## src/rtl/phone_line.sv

```systemverilog
// phone_line: per-subscriber call-state controller reporting busy status and dialled number
module phone_line #(
    parameter logic [3:0] OWN_ID       = 4'd0,
    parameter int         RING_TIMEOUT = 8
) (
    input  logic       clock,
    input  logic       reset,
    input  logic [3:0] id,
    input  logic       send,
    input  logic       recv,
    output logic       status,
    output logic [3:0] number
);
    localparam logic [2:0] IDLE    = 3'd0;
    localparam logic [2:0] CALLING = 3'd1;
    localparam logic [2:0] RINGING = 3'd2;
    localparam logic [2:0] TALKING = 3'd3;
    localparam logic [2:0] BUSY    = 3'd4;

    logic [2:0] state, nxt_state;
    logic [3:0] timer, nxt_num;
    logic       send_q, sev, timeout, self_call;

    assign sev       = send & ~send_q;
    assign timeout   = timer == 4'(RING_TIMEOUT - 1);
    assign self_call = (id == OWN_ID) || (id == 4'hF);

    always_comb begin
        nxt_state = IDLE;
        nxt_num   = 4'hF;
        case (state)
            IDLE: begin
                nxt_state = sev ? (self_call ? BUSY : CALLING) : (recv ? RINGING : IDLE);
                nxt_num   = (sev && !self_call) ? id : 4'hF;
            end
            CALLING: begin
                nxt_state = sev ? IDLE : recv ? TALKING : timeout ? BUSY : CALLING;
                nxt_num   = (!sev && (recv || !timeout)) ? number : 4'hF;
            end
            RINGING: nxt_state = sev ? TALKING : (!recv || timeout) ? IDLE : RINGING;
            TALKING: begin
                nxt_state = sev ? IDLE : recv ? TALKING : BUSY;
                nxt_num   = (!sev && recv) ? number : 4'hF;
            end
            BUSY:    nxt_state = sev ? IDLE : BUSY;
            default: nxt_state = IDLE;
        endcase
    end

    // timer restarts on every transition and only advances while waiting for an answer
    always_ff @(posedge clock) begin
        if (reset) begin
            state  <= IDLE;
            status <= 1'b0;
            number <= 4'hF;
            timer  <= 4'd0;
            send_q <= 1'b0;
        end else begin
            state  <= nxt_state;
            status <= nxt_state != IDLE;
            number <= nxt_num;
            send_q <= send;
            timer  <= (nxt_state != state) ? 4'd0 :
                      (state == CALLING || state == RINGING) ? timer + 4'd1 : timer;
        end
    end
endmodule

```

## config.mk

```make
export PLATFORM = sky130hd
export DESIGN_NAME = phone_line
export DESIGN_NICKNAME = d
export VERILOG_FILES = /design/src/rtl/phone_line.sv
export SDC_FILE = /design/constraint.sdc
export NUM_CORES = 1
export LEC_CHECK = 0
export ABC_AREA = 1
export BUFFER_PORTS_ARGS = -buffer_cell sky130_fd_sc_hd__buf_2
export CORE_UTILIZATION = 55
export DETAILED_ROUTE_END_ITERATION = 8
export HOLD_SLACK_MARGIN = 0.06
export PLACE_DENSITY = 0.82
export SYNTH_ARGS = -nofsm -noshare
export SYNTH_HDL_FRONTEND = slang
export SYNTH_SLANG_ARGS = --single-unit
export TNS_END_PERCENT = 50
```

## constraint.sdc

```tcl
create_clock -name clock -period 3.2 [get_ports clock]
set_clock_uncertainty 0.1 [all_clocks]
set_input_delay 0.16 -clock clock [delete_from_list [all_inputs] [get_ports clock]]
set_output_delay 0.16 -clock clock [all_outputs]
set_load 0.005 [all_outputs]
```

-- Word level (Yosys, flattened, before mapping)
Cells that the tools add are included.
- $add $sub $neg: 1
- equal/unequal tests: 9
- muxes and demuxes: 16
- bitwise operators: 2
- reduce and logical (&&, ||, !) cells: 16
- operators by type and width (operator ; number):
    2-to-1 mux 3 bit ; 8
    case mux 3 bit (5 select lines) ; 1
    2-to-1 mux 4 bit ; 3
    case mux 4 bit (3 select lines) ; 1
    equality test 3 x 2 -> 1 bit (second input constant) ; 2
    2-to-1 mux 2 bit ; 3
    adder 4 x 1 -> 4 bit (second input constant) ; 1
    equality test 4 x 3 -> 1 bit (second input constant) ; 1
    equality test 4 bit (second input constant) ; 1
    logical NOT 1 bit ; 4
    logical NOT 4 bit ; 1
    logical OR 1 bit ; 4
    inequality test 2 bit (second input constant) ; 2
    equality test 3 x 1 -> 1 bit (second input constant) ; 1
    equality test 3 bit (second input constant) ; 1
    logical AND 1 bit ; 3
    logical NOT 3 bit ; 1
    inequality test 3 bit ; 1
    nonzero test 3 bit ; 1
    AND reduction 2 bit ; 1
    OR reduction 2 bit ; 1
    AND 1 bit ; 1
    NOT 1 bit ; 1
- register bits: 13
- bits of input ports: 8
- output and inout bits: 5
- word-level logic and storage cells: 49

-- Logic depth before layout (Yosys ltp)
Gate-level depths: netlist of the first run.
- word-level depth: 7
- mapped depth: 11
- gate-level depth less buffers: 11

-- Worst setup path before layout of the first run
Ideal clock, no wire load.
- kind: flip-flop to flip-flop
- start point: register timer[0]
- end point: register timer[0]
- setup time: 0.116 ns
- arrival time: 1.190 ns
- required time: 2.984 ns
- path slack: 1.794 ns
- stages on the path, launching flop included: 11
- path buffers: 0
- clock period less this slack: 1.406 ns
- cell sequence: dfxtp_1 > ha_1 > nand3_1 > nand2_1 > nand2_1 > a21oi_1 > nand2_1 > nand2_1 > nor2_2 > nand2_2 > nor2_1
- word-level cells in the longest chain between the ends: 7
- elaborated cells between the ends (all ways): 11
- those cells by class: add/sub (1); eq/ne (2); mux (6); reduce/logical (2)
- RTL lines (item ; RTL line ; text):
    start, declared ; 21 ; logic [3:0] timer, nxt_num;
    start signal, assigned ; 63 ; timer <= (nxt_state != state) ? 4'd0 :
    equality test 4 x 3 -> 1 bit ; 25 ; assign timeout = timer == 4'(RING_TIMEOUT - 1);
    2-to-1 mux 3 bit / logical OR 1 bit (equally long branches) ; 37, 40 ;
    2-to-1 mux 3 bit / 2-to-1 mux 2 bit (equally long branches) (2 in a row) ; 37, 40 ;
    case mux 3 bit (5 select lines) ; 31 ; case (state)
    inequality test 3 bit ; 63 ;
    OR reduction 2 bit (no source line) ; n/a ;
Parallel ways exist; a longest one is shown, timed or not.
A chain may end at the register's enable or synchronous reset.

-- Worst setup path after layout of the first run
- start point: input send
- end point: register timer[2]
- word-level cells in the longest chain between the ends: 5
- elaborated cells between the ends (all ways): 9
- those cells by class: eq/ne (1); mux (6); bitwise (1); reduce/logical (1)
- RTL lines (item ; RTL line ; text):
    start, declared ; 9 ; input logic send,
    AND 1 bit (*) ; 24 ; assign sev = send & ~send_q;
    2-to-1 mux 3 bit, or another cell as far along ; 42 ; nxt_state = sev ? IDLE : recv ? TALKING : BUSY;
    case mux 3 bit (5 select lines) (*) ; 31 ;
    inequality test 3 bit (*) ; 63 ;
    OR reduction 2 bit (no source line) (*) ; n/a ;
Every way passes the cells marked *; elsewhere a longest branch is shown, timed or not.

==> results of run 1 <==
what timing repair did:
| action | in CTS | in global routing |
|---|---|---|
| hold buffers | 3 | 0 |
| endpoints found under the hold margin | 5 | 0 |
| gates resized for setup | 0 | 0 |
| setup endpoints to repair | 0 | 0 |
power by group through the flow:
stage | sequential, mW | combinational [mW] | clock [mW]
final | 0.181 | 0.0917 | 0.0948
after floorplan | 0.184 | 0.0626 | 0
after global routing | 0.182 | 0.102 | 0.106
after CTS | 0.180 | 0.0922 | 0.0980
after global placement | 0.184 | 0.0856 | 0
after detailed placement | 0.184 | 0.0887 | 0
cell type report:
cell class / count / area (um^2) / area share
flip-flops and latches: 13 / 260.3 / 0.2959
repair buffers: 15 / 90.09 / 0.1024
inverters: 13 / 48.80 / 0.05548
well taps: 14 / 17.52 / 0.01991
clock buffers: 4 / 26.28 / 0.02987
multi-input cells: 82 / 436.7 / 0.4964
sequential cells by signal, summed over array words and instances, names as in the netlist:
name / flops
state: 3
send_q: 1
number: 4
status: 1
timer: 4
synth_stat cells:
library cell  instances
o21ai_1               1
inv_2                 1
ha_1                  1
dfxtp_1              13
a21oi_1               2
mux2_2                1
nand3_1               7
nand2_2               5
nor2_2                2
nor2_1               18
nor2_4                2
a31oi_1               1
o21ai_0               7
inv_1                12
nand3_2               1
nand2_1              24
nand2_4               1
o21ai_2               1
xnor2_1               2
nand4_1               4
xor2_1                1
a21oi_4               1
layer usage:
metal  share of wire  wire length (um)  track usage  up-vias
met5               0                 0            0        -
met2            0.46               699       0.3917       16
li1                -                 -            -      387
met3           0.027                41      0.03468        4
met1            0.51               775       0.3036      326
met4          0.0085                13      0.07759        0
stage by stage:
| stage | setup WS [ps] | instances | power, mW |
|---|---|---|---|
| after floorplan | 1794 | 108 | 0.2462 |
| after global placement | 1644 | 134 | 0.2691 |
| after detailed placement | 1631 | 134 | 0.2726 |
| after CTS | 1554 | 141 | 0.3706 |
| after global routing | 1420 | 141 | 0.3904 |
| final | 1527 | 141 | 0.3671 |
worst min-delay path, stage by stage:
cell,delay [ps]
buf_2,110
o21ai_0,100
nand3_1,80
kinds of logic (layout without fill, tap and decap cells):
kind of cell / after synthesis / after routing
adders and majority gates: 1 / 1
and+or+nand+nor: 64 / 64
buffers and inverters: 13 / 32
AOI/OAI and AO/OA: 13 / 13
DFF: 13 / 13
xor gates and xnor gates: 3 / 3
muxes: 1 / 1
how the worst max path moves through the flow:
stage	startpoint	to	slack, ps	cells after the start
global route	timer[0]	timer[0]	1420	11
global placement	timer[0]	timer[2]	1640	10
detailed placement	timer[0]	timer[2]	1630	10
finish	send	timer[2]	1530	11
floorplan	timer[0]	timer[0]	1790	10
CTS	send	timer[2]	1550	11
==> flow_summary.ini, run 1 <==
[worst_setup_path]
ff2ff_path_depth = 10
crit_family = simple AND/OR/NAND/NOR gates
crit_arrival_ps = 1780
cp_data_required_time_ps = 3300
worstReg2RegStart = timer[0]
cp_slowest_cell = dlygate4sd3_1
r2r_end = timer[2]
path_buf_inv = 3
cp_slowest_stage_delay_ps = 530
crit_path_max_fanout = 5
start_kind = primary input
rrSetupSlack_ps = 1610
path_cells = dlygate4sd3_1, buf_2, nand2_2, inv_1, nor2_4, nand2_1, nand4_1, nand2_1, nor2_2, nand2_2, nor2_1
endpoint_kind = flop
timing_worst_setup_path_type = primary input to flop

[power_and_ir_drop]
p_per_area_nw_per_um2 = 417.3
switching_power_mw = 0.1100
power_leakage_nw = 0.3968
power_frac_comb = 0.250
switching_share = 0.2997
seq_power_share = 0.492
vdd_drop_max_mv = 0.3721
internal_power_mw = 0.2571
power_frac_clock = 0.258

[floorplan]
start_util = 0.6287
die_x_um = 38.82
die-area_um2 = 1507
rows = 12
die_y_um = 38.82
num_io_pins = 13
core_area_um2 = 1186

[yosys]
synthesis.nets = 117
syn_area_um2 = 745.7
synth-simple-area-share = 0.4094
synth_seq_cells = 13
synth_compound_gate_area_share = 0.1091
synth_top_family_by_area = simple AND/OR/NAND/NOR gates
synth-xor-area-share = 0.03523
muxShareOfSynthArea = 0.01510
synthAdderAreaFrac = 0.01678
syn_inst = 108
ys_warn_count = 0
syn_avg_cell_area_um2 = 6.905
synth_area_leaders = dfxtp_1 35%, nand2_1 12%, nor2_1 9.1%
netlist.area_leader.share = 0.3490
seq_area_frac_synth = 0.3490
synth.largest_area_cell = dfxtp_1
synth_cell_type_count = 22

[global_routing]
antenna_found_initial = 0
first_global_vias = 625
overflow = 0
grt_pass1_wl_um = 2408
gr-usage-all-layers = 0.2340
grt_max_degree = 8

[layout]
drive_gt1_frac = 0.2362
nets = 137
area_growth_pct = 17.95
layout_commonest_cell = nand2_1
insertedDiodeCount = 0
final_area_um2 = 879.6
nFillCells = 92
mostFrequentLayoutCells = 24 x nand2_1, 18 x nor2_1, 13 x dfxtp_1, 12 x inv_1, 12 x buf_2
utilization = 0.7416

[cts]
cts_buffer_depth = 2
clk_pin_slew_worst_paths_ps = 70
htreeDepth = 1
post_cts_buffers = 0
root_buffer = clkbuf_4
cts_sinks = 13
cts_buffers = 3
clkLatencyLatePin_ps = 260
cts_tree = done

[worst_hold_path]
hp-start = id[3]
worst_hold_path.endpoint = number[3]
hold_depth = 3
hp-class = primary input to flop

[routing]
drc = 0
drt_iter0_markers = 25
drtAntennaViolNets = 0
dr.pass1.iters = 4
wl_per_cell_um = 10.85
wl_um = 1530
viasPerCell = 5.199
vias = 733

[run]
max-cap-violations = 0

[placed_design]
post-dp-hpwl_um = 1221
gp_congestion = 0.7488
port_buffers = 12
placed_cell_area_um2 = 823.3

[timing]
relSlewSlack = 0.8407
fin_crit_sh = 0.5228
rsz0062_at_grt = false
setup_tns_ps = 0
holdWs_ps = 127.0
drv_slew = 0
fmax_mhz = 597.8
period_needed_ps = 1673
finalSetupViolations = 0
hold_viol = 0
tightest_slew_ps = 238.6

[run_status]
outcome = complete, no violations
Power figures use the tool's default switching activity.
==> run 2, diff against run 1 <==
--- a/config.mk
+++ b/config.mk
@@ -5,12 +5,12 @@
 export SDC_FILE = /design/constraint.sdc
 export NUM_CORES = 1
 export LEC_CHECK = 0
-export ABC_AREA = 1
+export ABC_AREA = 0
 export BUFFER_PORTS_ARGS = -buffer_cell sky130_fd_sc_hd__buf_2
-export CORE_UTILIZATION = 55
+export CORE_UTILIZATION = 54
 export DETAILED_ROUTE_END_ITERATION = 8
 export HOLD_SLACK_MARGIN = 0.06
-export PLACE_DENSITY = 0.82
+export PLACE_DENSITY = 0.79
 export SYNTH_ARGS = -nofsm -noshare
 export SYNTH_HDL_FRONTEND = slang
 export SYNTH_SLANG_ARGS = --single-unit
==> constraint.sdc (replaced) <==
create_clock -name clock -period 1.62 [get_ports clock]
set_clock_uncertainty 0.1 [all_clocks]
set_input_delay 0.081 -clock clock [delete_from_list [all_inputs] [get_ports clock]]
set_output_delay 0.081 -clock clock [all_outputs]
set_load 0.005 [all_outputs]
==> flow_summary.ini, run 2 <==
[power_and_ir_drop]
p_per_area_nw_per_um2 = 684.6
vdd_drop_max_mv = 0.5654
power_leakage_nw = 0.3759

[yosys]
ys_warn_count = 0
seq_area_frac_synth = 0.3123
synth_area_leaders = dfxtp_1 31%, o32ai_1 4.2%, nand2b_1 3.8%
synth_cell_type_count = 41
yosysMostFrequentCell = dfxtp_1
syn_area_um2 = 833.3
ys.flop_type = dfxtp_1
synthesis.nets = 103
synth_edf_count = 0
synthArstFlopShare = 0
netlist.area_leader.share = 0.3123
synth.largest_area_cell = dfxtp_1
synth_seq_cells = 13
syn_avg_cell_area_um2 = 8.865
syn_inst = 94
synth_common_cells = 13 x dfxtp_1, 5 x nand2b_1, 5 x nor4_1

[layout]
utilization = 0.7793
area_growth_pct = 27.78
mostFrequentLayoutCells = 13 x dfxtp_1, 12 x buf_2, 10 x buf_4, 6 x dlygate4sd3_1, 5 x nand2b_1
nets = 131
insertedDiodeCount = 0
final_area_um2 = 1065
final_cells = 136
drive_gt1_frac = 0.2975
top_regs = number (4), timer (4), state (3)
layout_commonest_cell = dfxtp_1

[cts]
clk_pin_slew_worst_paths_ps = 80
cts_buffer_depth = 2
htreeDepth = 1
cts_tree = done
cts_sinks = 13
root_buffer = clkbuf_4
post_cts_buffers = 0
clkLatencyLatePin_ps = 270
cts_buffers = 3

[placed_design]
place_ws_ps = -18.56
placed_cell_area_um2 = 957.2
port_buffers = 12
post-dp-hpwl_um = 1456
gp_congestion = 0.8214
dp.cells = 126

[routing]
dr.pass1.iters = 4
wl_um = 2096
drtAntennaViolNets = 0
viasPerCell = 6.213
wl_per_cell_um = 15.41
drc = 0
drt_iter0_markers = 39
vias = 845

[worst_setup_path]
cp_data_required_time_ps = 1700
rrSetupSlack_ps = 40
start_kind = flop
endpoint_kind = flop
ff2ff_path_depth = 4
timing_worst_setup_path_type = flop to flop
crit_arrival_ps = 1650
worstReg2RegStart = send_q
crit_path_max_fanout = 7
r2r_end = timer[3]

[global_routing]
grt_max_degree = 11
grt_pass1_wl_um = 3015
gr-usage-all-layers = 0.2744
antenna_found_initial = 0
overflow = 0
first_global_vias = 682

[timing]
fmax_mhz = 634.6
relSlewSlack = 0.7220
period_needed_ps = 1576
finalSetupViolations = 0
hold_viol = 0
setup_tns_ps = 0
tightest_slew_ps = 412.6
worst_slack_ps = 44.24
rsz0062_at_grt = true
fin_crit_sh = 0.9727
drv_slew = 0

[floorplan]
die_y_um = 41.28
die-area_um2 = 1704
start_util = 0.6099
rows = 13
die_x_um = 41.28
core_area_um2 = 1366
num_io_pins = 13

[worst_hold_path]
hold_depth = 4
hp-start = id[0]
worst_hold_path.endpoint = number[0]
hp-class = primary input to flop

[run]
max-cap-violations = 0

[run_status]
outcome = complete, no violations
==> run 2: cell types whose count changed after synthesis, moves of 4 or more <==
cell and delta:
o32ai_1 +4, inv_1 -9, nand3_1 -4, nand2_1 -22
nor4_1 +5, nand2b_1 +5, nand2_2 -5, nor2_1 -14
==> run 2: timing repair <==
item                                    4_1_cts  5_1_grt
resized for setup                             2        5
hold buffers                                  6        0
pin swaps                                     0        5
endpoints found under the setup margin        3       11
endpoints found under the hold margin         9        0
==> run 2: kinds of logic (layout without fill, tap and decap cells) <==
family                     after synthesis  count (layout)  synth area share
AOI/OAI and AO/OA                       26              26            0.2568
adders and majority gates                1               1           0.01501
xor gates and xnor gates                 4               4           0.04205
buffers and inverters                    8              35           0.04954
muxes                                    1               1           0.01201
DFF                                     13              13            0.3123
and+or+nand+nor                         41              41            0.3123
==> run 2: where the power goes <==
| group | switching [mW] | total, mW | internal [mW] |
|---|---|---|---|
| combinational | 0.0946 | 0.183 | 0.0886 |
| sequential | 0.0126 | 0.346 | 0.334 |
| clock | 0.104 | 0.199 | 0.0953 |
==> run 2: critical path, cell delays in order (launching register included) <==
cell	delay (ps)
dfxtp_1	350
or2b_4	300
a311oi_4	320
o31ai_2	150
nor4_1	260
==> run 2: layer usage <==
layer	share of wire	GRT usage	wire length, um
met4	0.0081	0.09677	17
met1	0.46	0.3770	959
met2	0.48	0.4375	1006
met5	0	0	0
met3	0.054	0.03261	113
==> run 2: worst max-delay path by stage <==
stage | endpoint | start | depth (start not counted)
2_1_floorplan | timer[1] | timer[0] | 5
3_3_place_gp | timer[3] | send_q | 4
3_5_place_dp | timer[2] | timer[0] | 5
4_1_cts | timer[1] | timer[0] | 5
5_1_grt | timer[3] | timer[0] | 5
6_report | timer[3] | send_q | 4
==> run 2: stage by stage <==
stage	total power, mW	hold WS (ps)
final	0.7289	83.09
after CTS	0.7288	69.15
after global routing	0.7634	84.53
after floorplan	0.4589	109.2
after global placement	0.5113	230.4
after detailed placement	0.5153	238.1
==> run 2: final cells by class <==
cell class / instances / area, um^2
Sequential cell: 13 / 260.3
Fill cell: 89 / 301.5
Inverter: 3 / 11.26
Multi-Input combinational cell: 73 / 553.0
Timing Repair Buffer: 28 / 195.2
Clock buffer: 4 / 26.28
Tap cell: 15 / 18.77
